[config.mk]
export PLATFORM = sky130hd
export DESIGN_NAME = tcpc_i2c_slave
export DESIGN_NICKNAME = d
export VERILOG_FILES = /design/src/rtl/tcpc_pkg.sv /design/src/rtl/i2c_sync_edge.sv /design/src/rtl/tcpc_i2c_slave.sv
export SDC_FILE = /design/constraint.sdc
export NUM_CORES = 1
export LEC_CHECK = 0
export ABC_CLOCK_PERIOD_IN_PS = 1900
export BUFFER_PORTS_ARGS = -buffer_cell sky130_fd_sc_hd__buf_2
export CORE_MARGIN = 10
export CORE_UTILIZATION = 35
export CTS_BUF_LIST = sky130_fd_sc_hd__clkbuf_8
export CTS_CLUSTER_SIZE = 40
export DETAILED_ROUTE_END_ITERATION = 7
export GPL_TIMING_DRIVEN = 0
export HOLD_SLACK_MARGIN = 0.02
export PLACE_DENSITY_LB_ADDON = 0.2
export SYNTH_ARGS = -nofsm -noshare
export SYNTH_HDL_FRONTEND = slang
export SYNTH_SLANG_ARGS = --single-unit
[constraint.sdc]
create_clock -name i_clk -period 1.9 [get_ports i_clk]
set_input_delay 0.095 -clock i_clk [delete_from_list [all_inputs] [get_ports i_clk]]
set_output_delay 0.095 -clock i_clk [all_outputs]
set_load 0.01 [all_outputs]
[src/rtl/tcpc_pkg.sv]
// Shared definitions for the TCPC I2C slave front end: bus/register widths
// and the transaction FSM state encoding.
package tcpc_pkg;

  localparam int I2C_ADDR_W = 7;
  localparam int REG_ADDR_W = 8;

  typedef enum logic [3:0] {
    ST_IDLE,
    ST_DEV_ADDR,
    ST_DEV_ACK,
    ST_PTR,
    ST_PTR_ACK,
    ST_WDATA,
    ST_WDATA_ACK,
    ST_RFETCH,
    ST_RSHIFT,
    ST_RMACK,
    ST_IGNORE
  } state_t;

endpackage

[src/rtl/i2c_sync_edge.sv]
// Two-flop synchroniser for SCL/SDA plus a delayed copy, giving SCL edge
// strobes and START/STOP detection in the CLK domain.
module i2c_sync_edge (
  input  logic i_clk,
  input  logic i_rst,
  input  logic i_scl,
  input  logic i_sda,
  output logic o_sda,
  output logic o_scl_rise,
  output logic o_scl_fall,
  output logic o_start,
  output logic o_stop
);

  // [0] first sync flop, [1] synchronised value, [2] previous synchronised value
  logic [2:0] r_scl_pipe;
  logic [2:0] r_sda_pipe;

  // Idle bus is high, so reset to 1 to avoid a false edge after reset
  always_ff @(posedge i_clk or posedge i_rst) begin
    if (i_rst) begin
      r_scl_pipe <= '1;
      r_sda_pipe <= '1;
    end else begin
      r_scl_pipe <= {r_scl_pipe[1:0], i_scl};
      r_sda_pipe <= {r_sda_pipe[1:0], i_sda};
    end
  end

  assign o_sda      = r_sda_pipe[1];
  assign o_scl_rise = r_scl_pipe[1] & ~r_scl_pipe[2];
  assign o_scl_fall = ~r_scl_pipe[1] & r_scl_pipe[2];
  assign o_start    = r_scl_pipe[1] & r_scl_pipe[2] & r_sda_pipe[2] & ~r_sda_pipe[1];
  assign o_stop     = r_scl_pipe[1] & r_scl_pipe[2] & ~r_sda_pipe[2] & r_sda_pipe[1];

endmodule

[src/rtl/tcpc_i2c_slave.sv]
// I2C slave front end for the TCPC register file: turns bus transactions into
// single-byte register accesses with an auto-incrementing register pointer.
module tcpc_i2c_slave
  import tcpc_pkg::*;
#(
  parameter logic [I2C_ADDR_W-1:0] SLAVE_ADDR  = 7'h50,
  parameter int                    ACK_TIMEOUT = 4
) (
  input  logic                  i_clk,
  input  logic                  i_rst,
  input  logic                  i_scl,
  input  logic                  i_sda,
  output logic                  o_sda_oe,
  output logic                  o_request,
  output logic                  o_rnw,
  output logic [REG_ADDR_W-1:0] o_addr,
  output logic [7:0]            o_wr_data,
  input  logic [7:0]            i_rd_data,
  input  logic                  i_ack,
  output logic                  o_busy,
  output logic                  o_err_miss
);

  localparam int TMO_W = (ACK_TIMEOUT < 2) ? 1 : $clog2(ACK_TIMEOUT);

  logic w_sda, w_scl_rise, w_scl_fall, w_start, w_stop;

  i2c_sync_edge u_sync (
    .i_clk      (i_clk),
    .i_rst      (i_rst),
    .i_scl      (i_scl),
    .i_sda      (i_sda),
    .o_sda      (w_sda),
    .o_scl_rise (w_scl_rise),
    .o_scl_fall (w_scl_fall),
    .o_start    (w_start),
    .o_stop     (w_stop)
  );

  state_t                  r_state, w_state_next;
  logic [2:0]              r_bit_cnt, w_bit_cnt_next;
  logic [7:0]              r_shift, w_shift_next;
  logic [REG_ADDR_W-1:0]   r_ptr, w_ptr_next;
  logic                    r_sda_oe, w_sda_oe_next;
  logic                    r_mack, w_mack_next;
  logic                    r_rd_mode, w_rd_mode_next;
  logic                    r_request, r_rnw, r_pend, r_err_miss;
  logic [REG_ADDR_W-1:0]   r_addr;
  logic [7:0]              r_wr_data;
  logic [TMO_W-1:0]        r_tmo_cnt;
  logic                    w_issue, w_issue_rnw, w_ack_ok, w_tmo, w_done;
  logic [7:0]              w_byte, w_rdata;

  assign w_byte   = {r_shift[6:0], w_sda};
  assign w_ack_ok = r_pend & i_ack;
  assign w_tmo    = r_pend & ~i_ack & (r_tmo_cnt == TMO_W'(ACK_TIMEOUT - 1));
  assign w_done   = w_ack_ok | w_tmo;
  // A missed read returns zero to the bus master
  assign w_rdata  = w_ack_ok ? i_rd_data : 8'h00;

  always_comb begin
    w_state_next   = r_state;
    w_bit_cnt_next = r_bit_cnt;
    w_shift_next   = r_shift;
    w_ptr_next     = r_ptr;
    w_sda_oe_next  = r_sda_oe;
    w_mack_next    = r_mack;
    w_rd_mode_next = r_rd_mode;
    w_issue        = 1'b0;
    w_issue_rnw    = 1'b0;
    if (w_start) begin
      w_state_next   = ST_DEV_ADDR;
      w_bit_cnt_next = 3'd0;
      w_sda_oe_next  = 1'b0;
    end else if (w_stop) begin
      w_state_next  = ST_IDLE;
      w_sda_oe_next = 1'b0;
    end else begin
      case (r_state)
        ST_DEV_ADDR, ST_PTR, ST_WDATA: begin
          if (w_scl_rise) begin
            w_shift_next   = w_byte;
            w_bit_cnt_next = r_bit_cnt + 3'd1;
            if (r_bit_cnt == 3'd7) begin
              if (r_state == ST_DEV_ADDR) begin
                w_rd_mode_next = w_byte[0];
                w_state_next   = (w_byte[7:1] == SLAVE_ADDR) ? ST_DEV_ACK : ST_IGNORE;
              end else if (r_state == ST_PTR) begin
                w_ptr_next   = w_byte;
                w_state_next = ST_PTR_ACK;
              end else begin
                w_issue      = 1'b1;
                w_ptr_next   = r_ptr + 1'b1;
                w_state_next = ST_WDATA_ACK;
              end
            end
          end
        end
        // First SCL fall drives the ACK, the next one ends the ACK clock
        ST_DEV_ACK, ST_PTR_ACK, ST_WDATA_ACK: begin
          if (w_scl_fall) begin
            if (!r_sda_oe) begin
              w_sda_oe_next = 1'b1;
            end else begin
              w_sda_oe_next  = 1'b0;
              w_bit_cnt_next = 3'd0;
              if (r_state != ST_DEV_ACK) begin
                w_state_next = ST_WDATA;
              end else if (r_rd_mode) begin
                w_issue      = 1'b1;
                w_issue_rnw  = 1'b1;
                w_state_next = ST_RFETCH;
              end else begin
                w_state_next = ST_PTR;
              end
            end
          end
        end
        ST_RFETCH: begin
          if (w_done) begin
            w_shift_next   = w_rdata;
            w_sda_oe_next  = ~w_rdata[7];
            w_ptr_next     = r_ptr + 1'b1;
            w_bit_cnt_next = 3'd0;
            w_state_next   = ST_RSHIFT;
          end
        end
        ST_RSHIFT: begin
          if (w_scl_fall) begin
            if (r_bit_cnt == 3'd7) begin
              w_sda_oe_next = 1'b0;
              w_state_next  = ST_RMACK;
            end else begin
              w_shift_next   = {r_shift[6:0], 1'b0};
              w_sda_oe_next  = ~r_shift[6];
              w_bit_cnt_next = r_bit_cnt + 3'd1;
            end
          end
        end
        ST_RMACK: begin
          if (w_scl_rise) begin
            w_mack_next = ~w_sda;
          end else if (w_scl_fall) begin
            if (r_mack) begin
              w_issue      = 1'b1;
              w_issue_rnw  = 1'b1;
              w_state_next = ST_RFETCH;
            end else begin
              w_state_next = ST_IGNORE;
            end
          end
        end
        default: ;
      endcase
    end
  end

  always_ff @(posedge i_clk or posedge i_rst) begin
    if (i_rst) begin
      r_state    <= ST_IDLE;
      r_bit_cnt  <= 3'd0;
      r_shift    <= 8'h00;
      r_ptr      <= '0;
      r_sda_oe   <= 1'b0;
      r_mack     <= 1'b0;
      r_rd_mode  <= 1'b0;
      r_request  <= 1'b0;
      r_rnw      <= 1'b0;
      r_addr     <= '0;
      r_wr_data  <= 8'h00;
      r_pend     <= 1'b0;
      r_tmo_cnt  <= '0;
      r_err_miss <= 1'b0;
    end else begin
      r_state    <= w_state_next;
      r_bit_cnt  <= w_bit_cnt_next;
      r_shift    <= w_shift_next;
      r_ptr      <= w_ptr_next;
      r_sda_oe   <= w_sda_oe_next;
      r_mack     <= w_mack_next;
      r_rd_mode  <= w_rd_mode_next;
      r_request  <= w_issue;
      r_err_miss <= w_tmo;
      if (w_issue) begin
        r_rnw  <= w_issue_rnw;
        r_addr <= r_ptr;
        if (!w_issue_rnw) r_wr_data <= w_byte;
      end
      if (w_issue) begin
        r_pend    <= 1'b1;
        r_tmo_cnt <= '0;
      end else if (w_done) begin
        r_pend <= 1'b0;
      end else if (r_pend) begin
        r_tmo_cnt <= r_tmo_cnt + 1'b1;
      end
    end
  end

  assign o_sda_oe   = r_sda_oe;
  assign o_request  = r_request;
  assign o_rnw      = r_rnw;
  assign o_addr     = r_addr;
  assign o_wr_data  = r_wr_data;
  assign o_busy     = (r_state != ST_IDLE);
  assign o_err_miss = r_err_miss;

endmodule

# [After elaboration in Yosys (flattened, before gate mapping)]
# Index checks and enable logic that the tools add are counted.
[word_totals] regBits=53 in_bits=13 output_inout_bits=21 wordCells=164
[op_classes] n_addsub=3 eq_ne=36 mux=69 bitwise_logic=21 n_reduce_logical=19
[ops] cell="2-to-1 mux 4 bit" n=14
[ops] cell="2-to-1 mux 8 bit" n=6
[ops] cell="2-to-1 mux 3 bit" n=10
[ops] cell="2-to-1 mux 7 bit" n=4
[ops] cell="2-to-1 mux 1 bit" n=24
[ops] cell="case mux 7 bit (3 select lines)" n=1
[ops] cell="inequality test 4 x 2 -> 1 bit (second input constant)" n=5
[ops] cell="case mux 4 bit (5 select lines)" n=1
[ops] cell="equality test 4 x 3 -> 1 bit (second input constant)" n=4
[ops] cell="inequality test 4 x 1 -> 1 bit (second input constant)" n=4
[ops] cell="case mux 8 bit (2 select lines)" n=1
[ops] cell="AND reduction 7 bit" n=2
[ops] cell="case mux 3 bit (4 select lines)" n=1
[ops] cell="bitwise AND 1 bit" n=10
[ops] cell="inequality test 2 bit (second input constant)" n=5
[ops] cell="inverter 1 bit" n=10
[ops] cell="AND reduction 10 bit" n=1
[ops] cell="nonzero test 5 bit" n=2
[ops] cell="inequality test 3 x 1 -> 1 bit (second input constant)" n=3
[ops] cell="inequality test 3 x 2 -> 1 bit (second input constant)" n=3
[ops] cell="adder 8 x 1 -> 8 bit (second input constant)" n=1
[ops] cell="equality test 4 x 2 -> 1 bit (second input constant)" n=2
[ops] cell="equality test 4 bit (second input constant)" n=2
[ops] cell="2-to-1 mux 2 bit" n=4
[ops] cell="other kinds (20)" n=28

# [Depth between registers and ports, before layout]
# Gate-level depths: netlist of the first run.
[depth] word_depth=10 depth_mapped=9 mapped_depth_nobuf=7

# [Modules after synthesis]
# From an unflattened synthesis of the first run, not the netlist that was laid out.
[hier_totals] hier_cells=280 hier_area_um2=2859.0
[modules_own_cells] mod="tcpc_i2c_slave" n_inst=1 cells_each=269 area_each_um2=2665.1 seq_area_each_um2=1176.1
[modules_own_cells] mod="i2c_sync_edge" n_inst=1 cells_each=11 area_each_um2=193.9 seq_area_each_um2=157.7

# [Least setup slack after synthesis of the first run]
# Ideal clock, no wire load.
[synth_timing] path_type="reg2reg" from="register r_bit_cnt[0]" to="register r_addr[0] (netlist: o_addr[0])" setup_time_ps=125 arrival_ps=1770 required_time_ps=1775 slack_ps=5 stages_incl_launch_ff=9 n_path_buf=1 synth_period_minus_slack_ps=1895 cell_sequence="dfrtp_1 -> ha_1 -> ha_1 -> nand3b_1 -> nor3b_1 -> nand3_1 -> o21ai_2 -> buf_2 -> mux2_2"
[synth_via] elab_chain_len=6
[synth_lines] item="start: declaration" line_no="tcpc_i2c_slave.sv:41" source="logic [2:0] r_bit_cnt, w_bit_cnt_next;"
[synth_lines] item="start signal: assignment" line_no="tcpc_i2c_slave.sv:176" source="r_bit_cnt <= w_bit_cnt_next;"
[synth_lines] item="equality test 3 bit" line_no="tcpc_i2c_slave.sv:84" source="if (r_bit_cnt == 3'd7) begin"
[synth_lines] item="2-to-1 mux 1 bit" line_no="tcpc_i2c_slave.sv:84"
[synth_lines] item="2-to-1 mux 1 bit" line_no="tcpc_i2c_slave.sv:81" source="if (w_scl_rise) begin"
[synth_lines] item="case mux 1 bit (3 select lines)" line_no="tcpc_i2c_slave.sv:79" source="case (r_state)"
[synth_lines] item="2-to-1 mux 1 bit" line_no="tcpc_i2c_slave.sv:75" source="end else if (w_stop) begin"
[synth_lines] item="2-to-1 mux 1 bit" line_no="tcpc_i2c_slave.sv:71" source="if (w_start) begin"
[synth_lines] item="net w_issue" line_no="tcpc_i2c_slave.sv:51" source="logic w_issue, w_issue_rnw, w_ack_ok, w_tmo, w_done;"
[synth_lines] item="end signal: assignment" line_no="tcpc_i2c_slave.sv:186" source="r_addr <= r_ptr;"
[synth_lines] item="end: declaration" line_no="tcpc_i2c_slave.sv:48" source="logic [REG_ADDR_W-1:0] r_addr;"
# The timed path passes the listed nets, and every way through them passes these cells.
# A chain may end at the register's enable or synchronous reset.

# [Final worst setup path of the first run]
[layout_timing] from="register r_bit_cnt[0]" to="register r_shift[2]"
[layout_via] elab_chain_len=3
[layout_lines] item="equality test 3 bit" line_no="tcpc_i2c_slave.sv:130" source="if (r_bit_cnt == 3'd7) begin"
[layout_lines] item="inequality test 2 bit (no line)"
[layout_lines] item="AND reduction 7 bit (no line)"
[layout_lines] item="end signal: assignment" line_no="tcpc_i2c_slave.sv:177" source="r_shift <= w_shift_next;"
[layout_lines] item="end: declaration" line_no="tcpc_i2c_slave.sv:42" source="logic [7:0] r_shift, w_shift_next;"
# Every way passes these cells.

==> metrics.yaml, run 1 <==
wl_mm: 7.399
grt_pass1_vias: 2423
wire_per_inst_um: 16.70
holdWs_ns: 0.08356
violations: "setup timing"
hold_depth: 3
via_per_inst: 5.467
worst_slack_ns: -0.02390
synth_enable_flop_cells: 0
multi_input_area_um2: 1559
hp-class: "in -> reg"
htreeDepth: 2
diodes: 0
die-area_um2: 12070
placed_cell_area_um2: 3138
synth_top_family_by_area: "compound AO/OA/AOI/OAI gates"
ys_warn_count: 0
hold_start: "i_rd_data[6]"
stdcell_area_um2: 3603
relSlewSlack: 0.6482
core_area_um2: 7807
synth_ff_type: "dfrtp_1"
drt-initial-drc-count: 165
grt_setup_unrepaired: "true"
layout-drive-gt1-share: 0.4018
cts.sinks: 53
ir_drop_v: 0.0006884
fin_cells: 443
io_buffers: 33
worstSetupPathType: "reg -> reg"
vias: 2422
start_util: 0.3619
fp.dieW_um: 109.8
path_max_fanout: 6
fillers: 742
insertion_delay_ns: 0.31
drcViolationCount: 0
setup-violations-final: 8
path_clk_slew_ns: 0.09
syn_area_um2: 2825
register_area_um2: 1336
finalMaxSlewViolations: 0
netlist_instances: 283
synthXorXnorAreaFrac: 0.009300
dp_hpwl_mm: 5.127
r2r_setup_slack_ns: -0.02
place.gp.congestion: 0.9210
grt_start_max_net_pins: 39
rows: 32
hold_viol: 0
syn_nets: 300
finalCritPeriodShare: 1.013
ys_seq_elements: 53
die_y_um: 109.8
synth-simple-area-share: 0.1811
p_leak_nw: 1.652
synthAdderAreaFrac: 0.01771
crit_arrival_ns: 2.09
worst_pin_slew_ns: 0.5253
fin_skew_ns: 0.01022
rr_endpoint: "r_shift[2]$_DFFE_PP0P_"
antenna_found_initial: 0
synth-seq-area-share: 0.4721
root_buffer: "clkbuf_8"
required_ns: 2.07
gr-total-overflow: 0
clockBufferDepth: 2
critPathLaunchType: "flip-flop"
cts_made_buffers: 5
critPathCaptureType: "flip-flop"
hold-path-endpoint: "r_shift[6]$_DFFE_PP0P_"
syn2layout_area_growth_pct: 27.55
powerDensity_nw_per_um2: 1335
regToRegStartpoint: "r_bit_cnt[0]$_DFFE_PP0P_"
grt_pass1_wl_mm: 11.93
r2r_cells: 8
outcome: "complete, but fails checks"
fmax_mhz: 519.8
final_antenna_net_count: 0
drtPass1Iterations: 4
fin_nets: 358
syn_avg_cell_area_um2: 9.983
power.total_w: 0.004811
synth-compound-area-share: 0.1860
synth_cell_types: 64
grt_usage: 0.1231
cap_violations: 0
io_pins: 34
synthMuxAreaShare: 0.08636
finalCriticalPeriod_ns: 1.924
dp.cells: 419
ys_async_sr_fraction: 1.000
tritoncts: "yes"
place_ws_ns: -0.3369
-- layer usage --
layer,wire length (um),GRT usage,up-vias
met3,560,0.03335,11
li1,-,-,1148
met1,3325,0.1584,1186
met5,0,0,-
met4,112,0.04647,0
met2,3400,0.1926,77
-- where the power goes --
group          leakage [nW]  total, W  switching, W  internal, W
combinational         0.923   0.00249       0.00136      0.00112
clock                0.0485  0.000638      0.000354     0.000285
sequential            0.681   0.00169      0.000299      0.00139
total                  1.65   0.00481       0.00201      0.00280
-- flip-flops by register name, summed over array words and instances, names as in the netlist --
register / cells
o_addr: 8
o_wr_data: 8
r_ptr: 8
r_shift: 7
r_state: 4
r_bit_cnt: 3
u_sync.r_scl_pipe: 3
u_sync.r_sda_pipe: 3
r_tmo_cnt: 2
o_err_miss: 1
o_request: 1
o_rnw: 1
o_sda_oe: 1
r_mack: 1
r_pend: 1
r_rd_mode: 1
-- worst max-delay path, cell delays in order, from the launching register on --
cell      delay [ns]
dfrtp_1         0.40
ha_2            0.20
ha_4            0.17
buf_4           0.14
nor4_2          0.24
o211ai_1        0.27
buf_4           0.24
nand2_1         0.06
o21ai_0         0.07
-- through the flow --
| step | setup TNS [ns] | util |
|---|---|---|
| floorplan | 0 | - |
| global placement | -16.67 | 0.3994 |
| detailed placement | -5.513 | 0.4019 |
| CTS | 0 | 0.4341 |
| global route | -1.630 | 0.4615 |
| finish | -0.06182 | 0.4615 |
-- worst max path at each step --
stage / to / startpoint / cells after the start
5_1_grt: r_shift[2]$_DFFE_PP0P_ / r_bit_cnt[0]$_DFFE_PP0P_ / 8
2_1_floorplan: o_addr[0]$_DFFE_PP0P_ / r_bit_cnt[0]$_DFFE_PP0P_ / 8
6_report: r_shift[2]$_DFFE_PP0P_ / r_bit_cnt[0]$_DFFE_PP0P_ / 8
4_1_cts: r_ptr[2]$_DFFE_PP0P_ / r_bit_cnt[1]$_DFFE_PP0P_ / 10
3_3_place_gp: r_bit_cnt[0]$_DFFE_PP0P_ / r_tmo_cnt[0]$_DFFE_PP0P_ / 6
3_5_place_dp: o_addr[3]$_DFFE_PP0P_ / r_bit_cnt[0]$_DFFE_PP0P_ / 8
-- cell families (layout without fill, tap and decap cells) --
family	Yosys count	in the layout
simple gates	92	92
compound gates	81	81
flops	53	53
buf+inv	28	86
mux	22	22
fa+ha+maj	4	4
xor+xnor	3	3
-- layout make-up --
class,count,area share
plain buffers,18,0.03681
clock buffers,6,0.02292
clock inverters,1,0.001042
inverters,9,0.009375
multi-input cells,202,0.4326
flip-flops and latches,53,0.3708
well taps,102,0.03542
repair buffers,52,0.09097
-- timing repair --
item | in CTS | in global routing
setup buffers | 8 | 6
resized for setup | 19 | 52
pin swaps | 5 | 10
endpoints found under the setup margin | 40 | 40
gates cloned | 0 | 1
endpoints found under the hold margin | 12 | 0
hold buffers | 3 | 0
-- cell usage in the layout, fill, tap and decap left out, drive strengths merged, types with 4 or more instances in the layout --
cell type and instances:
nand3 13, dfstp 6, ha 4, clkbuf 14, mux2 19, o21ai 21, nor3b 4, dfrtp 47
buf 59, and3 5, nor3 5, a21oi 22, nand2 25, nor4 4, nor2 15, a21boi 5
inv 10
-- synthesized netlist by cell type (all sizes together), types with 3 or more instances --
library cell / instances / area share
xnor2: 3 / 0.0093
buf: 14 / 0.029
a211oi: 3 / 0.0097
a31oi: 3 / 0.0066
dfstp: 6 / 0.056
nand2: 25 / 0.033
a21oi: 22 / 0.039
or2: 3 / 0.0066
a2bb2oi: 3 / 0.0093
and3: 5 / 0.011
nor2: 15 / 0.020
mux2i: 3 / 0.011
ha: 4 / 0.018
inv: 9 / 0.012
dfrtp: 47 / 0.42
nor3b: 4 / 0.012
clkbuf: 5 / 0.0066
a21boi: 5 / 0.015
nor4: 4 / 0.0089
nand2b: 3 / 0.0066
mux2: 19 / 0.076
o22ai: 3 / 0.0066
o21ai: 21 / 0.039
nor3: 5 / 0.011
nand3: 13 / 0.023
Note: power is estimated with default switching activity, not from simulation.
==> run 2: changes to the inputs <==
--- a/config.mk
+++ b/config.mk
@@ -5,12 +5,12 @@
 export SDC_FILE = /design/constraint.sdc
 export NUM_CORES = 1
 export LEC_CHECK = 0
-export ABC_CLOCK_PERIOD_IN_PS = 1900
+export ABC_CLOCK_PERIOD_IN_PS = 1650
 export BUFFER_PORTS_ARGS = -buffer_cell sky130_fd_sc_hd__buf_2
 export CORE_MARGIN = 10
 export CORE_UTILIZATION = 35
 export CTS_BUF_LIST = sky130_fd_sc_hd__clkbuf_8
-export CTS_CLUSTER_SIZE = 40
+export CTS_CLUSTER_SIZE = 8
 export DETAILED_ROUTE_END_ITERATION = 7
 export GPL_TIMING_DRIVEN = 0
 export HOLD_SLACK_MARGIN = 0.02
==> constraint.sdc (replaced) <==
create_clock -name i_clk -period 1.65 [get_ports i_clk]
set_input_delay 0.0825 -clock i_clk [delete_from_list [all_inputs] [get_ports i_clk]]
set_output_delay 0.0825 -clock i_clk [all_outputs]
set_load 0.01 [all_outputs]
==> run 2 against run 1 <==
  * The run still ends with setup timing left
  * Final cell count up 3.4%
  * Critical path depth unchanged
  * Power grew 29%
  * Sequential share of layout area is 3.2 points lower
  * Via count is 3.3% higher
  * Utilization grew 4.4 points
==> metrics.yaml, run 2 (synthesis gave the netlist of run 1 again) <==
fp.dieW_um: 109.8  # unchanged
root_buffer: "clkbuf_8"
start_util: 0.3619  # unchanged
finalCriticalPeriod_ns: 1.972  # +0.04782 ns
cts.sinks: 53  # unchanged
fin_nets: 372  # +3.9%
antenna_found_initial: 0  # unchanged
finalMaxSlewViolations: 0  # unchanged
syn2layout_area_growth_pct: 39.77
worstSetupPathType: "reg -> reg"
io_pins: 34  # unchanged
wl_mm: 7.728  # +4.4%
clockBufferDepth: 2  # unchanged
crit_arrival_ns: 2.17  # +0.08 ns
io_buffers: 33  # unchanged
p_leak_nw: 1.769  # +7.1%
cts_made_buffers: 5  # unchanged
fmax_mhz: 507.2  # -2.4%
p_switching_w: 0.002616  # +30%
final_common_cell: "dfrtp_1"
power.total_w: 0.006201  # +29%
worst_pin_slew_ns: 0.5498  # +0.02443 ns
drcViolationCount: 0  # unchanged
fin_skew_ns: 0.01235  # +0.002135 ns
switching_share: 0.4218  # +0.003149
path_max_fanout: 3  # -3
multi_input_area_um2: 1728  # +11%
critPathCaptureType: "flip-flop"
die-area_um2: 12070  # unchanged
htreeDepth: 2  # unchanged
powerDensity_nw_per_um2: 1570  # +18%
die_y_um: 109.8  # unchanged
tns_ns: -10.21  # -10.15 ns
ir_drop_v: 0.0005505  # -20%
path_clk_slew_ns: 0.11  # +0.02 ns
hold_viol: 0  # unchanged
drt-initial-drc-count: 175  # +6.1%
outcome: "complete, but fails checks"
final_antenna_net_count: 0  # unchanged
drtPass1Iterations: 4  # unchanged
gr-total-overflow: 0  # unchanged
fillers: 715  # -3.6%
mostFrequentLayoutCells: "dfrtp_1, buf_2, buf_4, nand2_1, a21oi_1"
required_ns: 1.85  # -0.22 ns
p_clk_frac: 0.130  # -0.003
place.gp.congestion: 0.8733  # -5.2%
grt_pass1_wl_mm: 12.79  # +7.2%
finalCritPeriodShare: 1.195  # +0.1824
grt_pass1_vias: 2547  # +5.1%
relSlewSlack: 0.6335  # -0.01475
setup-violations-final: 44  # +36
vias: 2503  # +3.3%
grt_usage: 0.1318  # +0.008771
rows: 32  # unchanged
cap_violations: 0  # unchanged
seqPwrFrac: 0.319  # -0.032
grt_start_max_net_pins: 35  # -10%
tritoncts: "yes"
p_int_w: 0.003586  # +28%
critPathLaunchType: "flip-flop"
wire_per_inst_um: 16.87  # +1.0%
register_area_um2: 1336  # unchanged
grt_setup_unrepaired: "true"
layout-drive-gt1-share: 0.4719  # +0.07015
hp-class: "in -> reg"
diodes: 0  # unchanged
worst_slack_ns: -0.3217  # -0.2978 ns
dp_hpwl_mm: 5.290  # +3.2%
insertion_delay_ns: 0.32  # about the same
core_area_um2: 7807  # unchanged
p_comb_frac: 0.552  # +0.035
violations: "setup timing"
via_per_inst: 5.465  # about the same
[run 2: what timing repair did]
item,in CTS,in global routing
gates resized for setup,43,45
buffers inserted,21,5
gates cloned,2,0
hold buffers,3,0
setup endpoints to repair,45,46
endpoints found under the hold margin,15,0
pin swaps,21,12
[run 2: area by class of cell]
type                    instances  area share
flip-flops and latches         53      0.3384
repair buffers                 65      0.1166
multi-input cells             202      0.4376
well taps                     102     0.03232
clock buffers                   6     0.02091
clock inverters                 2    0.004119
plain buffers                  19     0.04151
inverters                       9    0.008555
[run 2: path summary, 6_finish.rpt]
| path | cells past startpoint | startpoint | end | slack, ns |
|---|---|---|---|---|
| max reg2reg | 8 | r_bit_cnt[0]$_DFFE_PP0P_ | r_state[0]$_DFFE_PP0P_ | -0.32 |
| max in group asynchronous | 4 | i_rst | r_state[0]$_DFFE_PP0P_ | 0.80 |
| min | 3 | i_rd_data[6] | r_shift[6]$_DFFE_PP0P_ | 0.05 |
| max | 8 | r_bit_cnt[0]$_DFFE_PP0P_ | r_state[0]$_DFFE_PP0P_ | -0.32 |
| min in group asynchronous | 3 | i_rst | r_tmo_cnt[0]$_DFFE_PP0P_ | 0.30 |
| min reg2reg | 0 | u_sync.r_scl_pipe[0]$_DFF_PP1_ | u_sync.r_scl_pipe[1]$_DFF_PP1_ | 0.36 |
[run 2: power by group through the flow]
stage               Sequential, W  Clock, W  Combinational [W]
finish                    0.00198  0.000804            0.00342
global route              0.00202  0.000878            0.00374
CTS                       0.00196  0.000835            0.00300
detailed placement        0.00196         0            0.00243
global placement          0.00195         0            0.00239
floorplan                 0.00185         0            0.00194
[run 2: through the flow]
| step | setup slack, ns | hold WS, ns | std cells | util | area, um2 |
|---|---|---|---|---|---|
| detailed placement | -0.4647 | 0.1086 | 419 | 0.4133 | 3227 |
| global route | -0.3779 | 0.1071 | 458 | 0.5058 | 3949 |
| global placement | -0.4185 | 0.1895 | 418 | 0.4107 | 3207 |
| CTS | -0.2850 | 0.04492 | 453 | 0.4776 | 3729 |
| floorplan | -0.1482 | 0.08698 | 283 | - | 2914 |
| finish | -0.3217 | 0.04840 | 458 | 0.5058 | 3949 |
[run 2: metal layers]
| metal | GRT usage | share of wire |
|---|---|---|
| met1 | 0.1750 | 0.46 |
| met2 | 0.2049 | 0.47 |
| met3 | 0.02575 | 0.060 |
| met4 | 0.05483 | 0.018 |
| met5 | 0 | 0 |
[run 2: worst max-delay path, stage by stage, from the launching register on]
cell,delay [ns]
dfrtp_1,0.40
ha_4,0.16
ha_4,0.14
nand3b_1,0.17
buf_4,0.20
nor2_4,0.10
nor3_4,0.07
a211oi_4,0.30
mux2_4,0.33
==> run 3: changes to the inputs <==
--- a/config.mk
+++ b/config.mk
@@ -5,12 +5,11 @@
 export SDC_FILE = /design/constraint.sdc
 export NUM_CORES = 1
 export LEC_CHECK = 0
-export ABC_CLOCK_PERIOD_IN_PS = 1650
+export ABC_CLOCK_PERIOD_IN_PS = 2280
 export BUFFER_PORTS_ARGS = -buffer_cell sky130_fd_sc_hd__buf_2
 export CORE_MARGIN = 10
 export CORE_UTILIZATION = 35
 export CTS_BUF_LIST = sky130_fd_sc_hd__clkbuf_8
-export CTS_CLUSTER_SIZE = 8
 export DETAILED_ROUTE_END_ITERATION = 7
 export GPL_TIMING_DRIVEN = 0
 export HOLD_SLACK_MARGIN = 0.02
==> constraint.sdc (replaced) <==
create_clock -name i_clk -period 2.28 [get_ports i_clk]
set_input_delay 0.114 -clock i_clk [delete_from_list [all_inputs] [get_ports i_clk]]
set_output_delay 0.114 -clock i_clk [all_outputs]
set_load 0.01 [all_outputs]
==> run 3 against run 2 <==
  * The run now ends clean
  * Sequential share of layout area increased by 6.9 points
  * Highest routed layer unchanged
  * Via count decreased by 4.7%
  * Final cell count is 5.9% lower
  * Die area unchanged
==> metrics.yaml, run 3 (synthesis gave the netlist of run 1 again) <==
worstSetupPathType: "reg -> reg"
syn2layout_area_growth_pct: 15.94
die_y_um: 109.8  # unchanged
ir_drop_v: 0.0005441  # -1.2%
finalMaxSlewViolations: 0  # unchanged
fin_skew_ns: 0.007810  # -0.004544 ns
grt_usage: 0.1198  # -0.01205
mostFrequentLayoutCells: "dfrtp_1, buf_2, nand2_1, a21oi_1, mux2_2"
crit_start: "r_bit_cnt[0]$_DFFE_PP0P_"
final_common_cell: "dfrtp_1"
hold_viol: 0  # unchanged
drtPass1Iterations: 5  # +1
path_clk_slew_ns: 0.09  # -0.02 ns
crit_arrival_ns: 2.36  # +0.19 ns
io_buffers: 33  # unchanged
grt_start_max_net_pins: 39  # +11%
r2r_setup_slack_ns: 0.10  # +0.43 ns
finalCritPeriodShare: 0.9540  # -0.2410
antenna_found_initial: 0  # unchanged
clockBufferDepth: 2  # unchanged
worst_pin_slew_ns: 0.5173  # -0.03245 ns
place.gp.congestion: 0.9210  # +5.5%
start_util: 0.3619  # unchanged
rr_endpoint: "o_addr[7]$_DFFE_PP0P_"
hold-path-endpoint: "r_shift[6]$_DFFE_PP0P_"
gr-total-overflow: 0  # unchanged
fillers: 782  # +9.4%
cts_made_buffers: 5  # unchanged
layout-drive-gt1-share: 0.2675  # -0.2044
hold_start: "i_rd_data[6]"
cts.sinks: 53  # unchanged
grt_pass1_wl_mm: 11.59  # -9.4%
hp-class: "in -> reg"
critPathLaunchType: "flip-flop"
fin_nets: 346  # -7.0%
fmax_mhz: 459.8  # -9.3%
io_pins: 34  # unchanged
insertion_delay_ns: 0.30  # -0.02 ns
diodes: 0  # unchanged
hold_depth: 3  # unchanged
required_ns: 2.47  # +0.62 ns
root_buffer: "clkbuf_8"
fp.dieW_um: 109.8  # unchanged
rows: 32  # unchanged
core_area_um2: 7807  # unchanged
via_per_inst: 5.534  # +1.3%
critPathCaptureType: "flip-flop"
final_antenna_net_count: 0  # unchanged
path_max_fanout: 10  # +7
p_leak_nw: 1.547  # -13%
wire_per_inst_um: 16.30  # -3.4%
powerDensity_nw_per_um2: 1079  # -31%
tritoncts: "yes"
fin_util: 0.4196  # -0.08622
drt-initial-drc-count: 274  # +57%
drcViolationCount: 0  # unchanged
finalCriticalPeriod_ns: 2.175  # +0.2033 ns
die-area_um2: 12070  # unchanged
htreeDepth: 2  # unchanged
relSlewSlack: 0.6551  # +0.02163
wl_mm: 7.024  # -9.1%
r2r_cells: 8  # unchanged
regToRegStartpoint: "r_bit_cnt[0]$_DFFE_PP0P_"
setup-violations-final: 0  # -100%
dp_hpwl_mm: 5.127  # -3.1%
grt_pass1_vias: 2325  # -8.7%
outcome: "completed"
holdWs_ns: 0.1034  # +0.05498 ns
cap_violations: 0  # unchanged
vias: 2385  # -4.7%
[run 3: changes by cell type in the layout (fill, tap and decap cells not counted), sizes merged]
cell	delta
buf	-25
clkbuf	-1
clkinvlp	-1
[run 3: worst max path at each step]
stage / slack, ns / cells past startpoint / to
2_1_floorplan: 0.39 / 8 / o_addr[0]$_DFFE_PP0P_
3_3_place_gp: 0.06 / 6 / r_bit_cnt[0]$_DFFE_PP0P_
3_5_place_dp: 0.04 / 8 / o_addr[3]$_DFFE_PP0P_
4_1_cts: 0.02 / 8 / o_addr[7]$_DFFE_PP0P_
5_1_grt: -0.01 / 8 / o_addr[7]$_DFFE_PP0P_
6_report: 0.10 / 8 / o_addr[7]$_DFFE_PP0P_
[run 3: cell type report]
cell class	instances	area [um2]	area share
timing repair buffer	39	230.2	0.07028
buffer	19	106.4	0.03247
clock buffer	6	82.58	0.02521
sequential	53	1334	0.4072
multi-input combinational	202	1358	0.4144
inverter	9	33.78	0.01031
clock inverter	1	3.754	0.001146
tap	102	127.6	0.03896
[run 3: through the flow]
step	cell area (um2)	TNS, ns	cells	power [W]	setup slack (ns)
floorplan	2825	0	283	0.002578	0.3853
global placement	3118	0	418	0.002981	0.06442
detailed placement	3138	0	419	0.002987	0.04315
CTS	3254	0	429	0.003534	0.01892
global route	3276	-0.01983	431	0.003804	-0.01098
finish	3276	0	431	0.003536	0.1050
[run 3: worst max-delay path, stage by stage (launching register included)]
cell and delay (ns):
dfrtp_1 0.37, ha_1 0.16, ha_1 0.26, nand3b_1 0.23
nor3b_1 0.23, nand3_1 0.13, o21ai_2 0.15, buf_6 0.19
mux2_2 0.34
[run 3: metal layers]
metal,global-route usage,wire (um),share of wire
met2,0.1842,3130,0.45
met1,0.1619,3272,0.47
met3,0.02867,537,0.076
met4,0.03810,84,0.012
met5,0,0,0
[run 3: repair_timing]
item,CTS,global route
gates resized for setup,0,4
endpoints found under the hold margin,12,0
buffers inserted,0,2
hold buffers,3,0
setup endpoints to repair,0,8
[run 3: report_power, final]
part / total (W) / switching, W / leakage [nW] / internal (W)
clock: 0.000528 / 0.000290 / 0.0485 / 0.000237
combinational: 0.00162 / 0.000956 / 0.816 / 0.000664
sequential: 0.00139 / 0.000235 / 0.683 / 0.00115
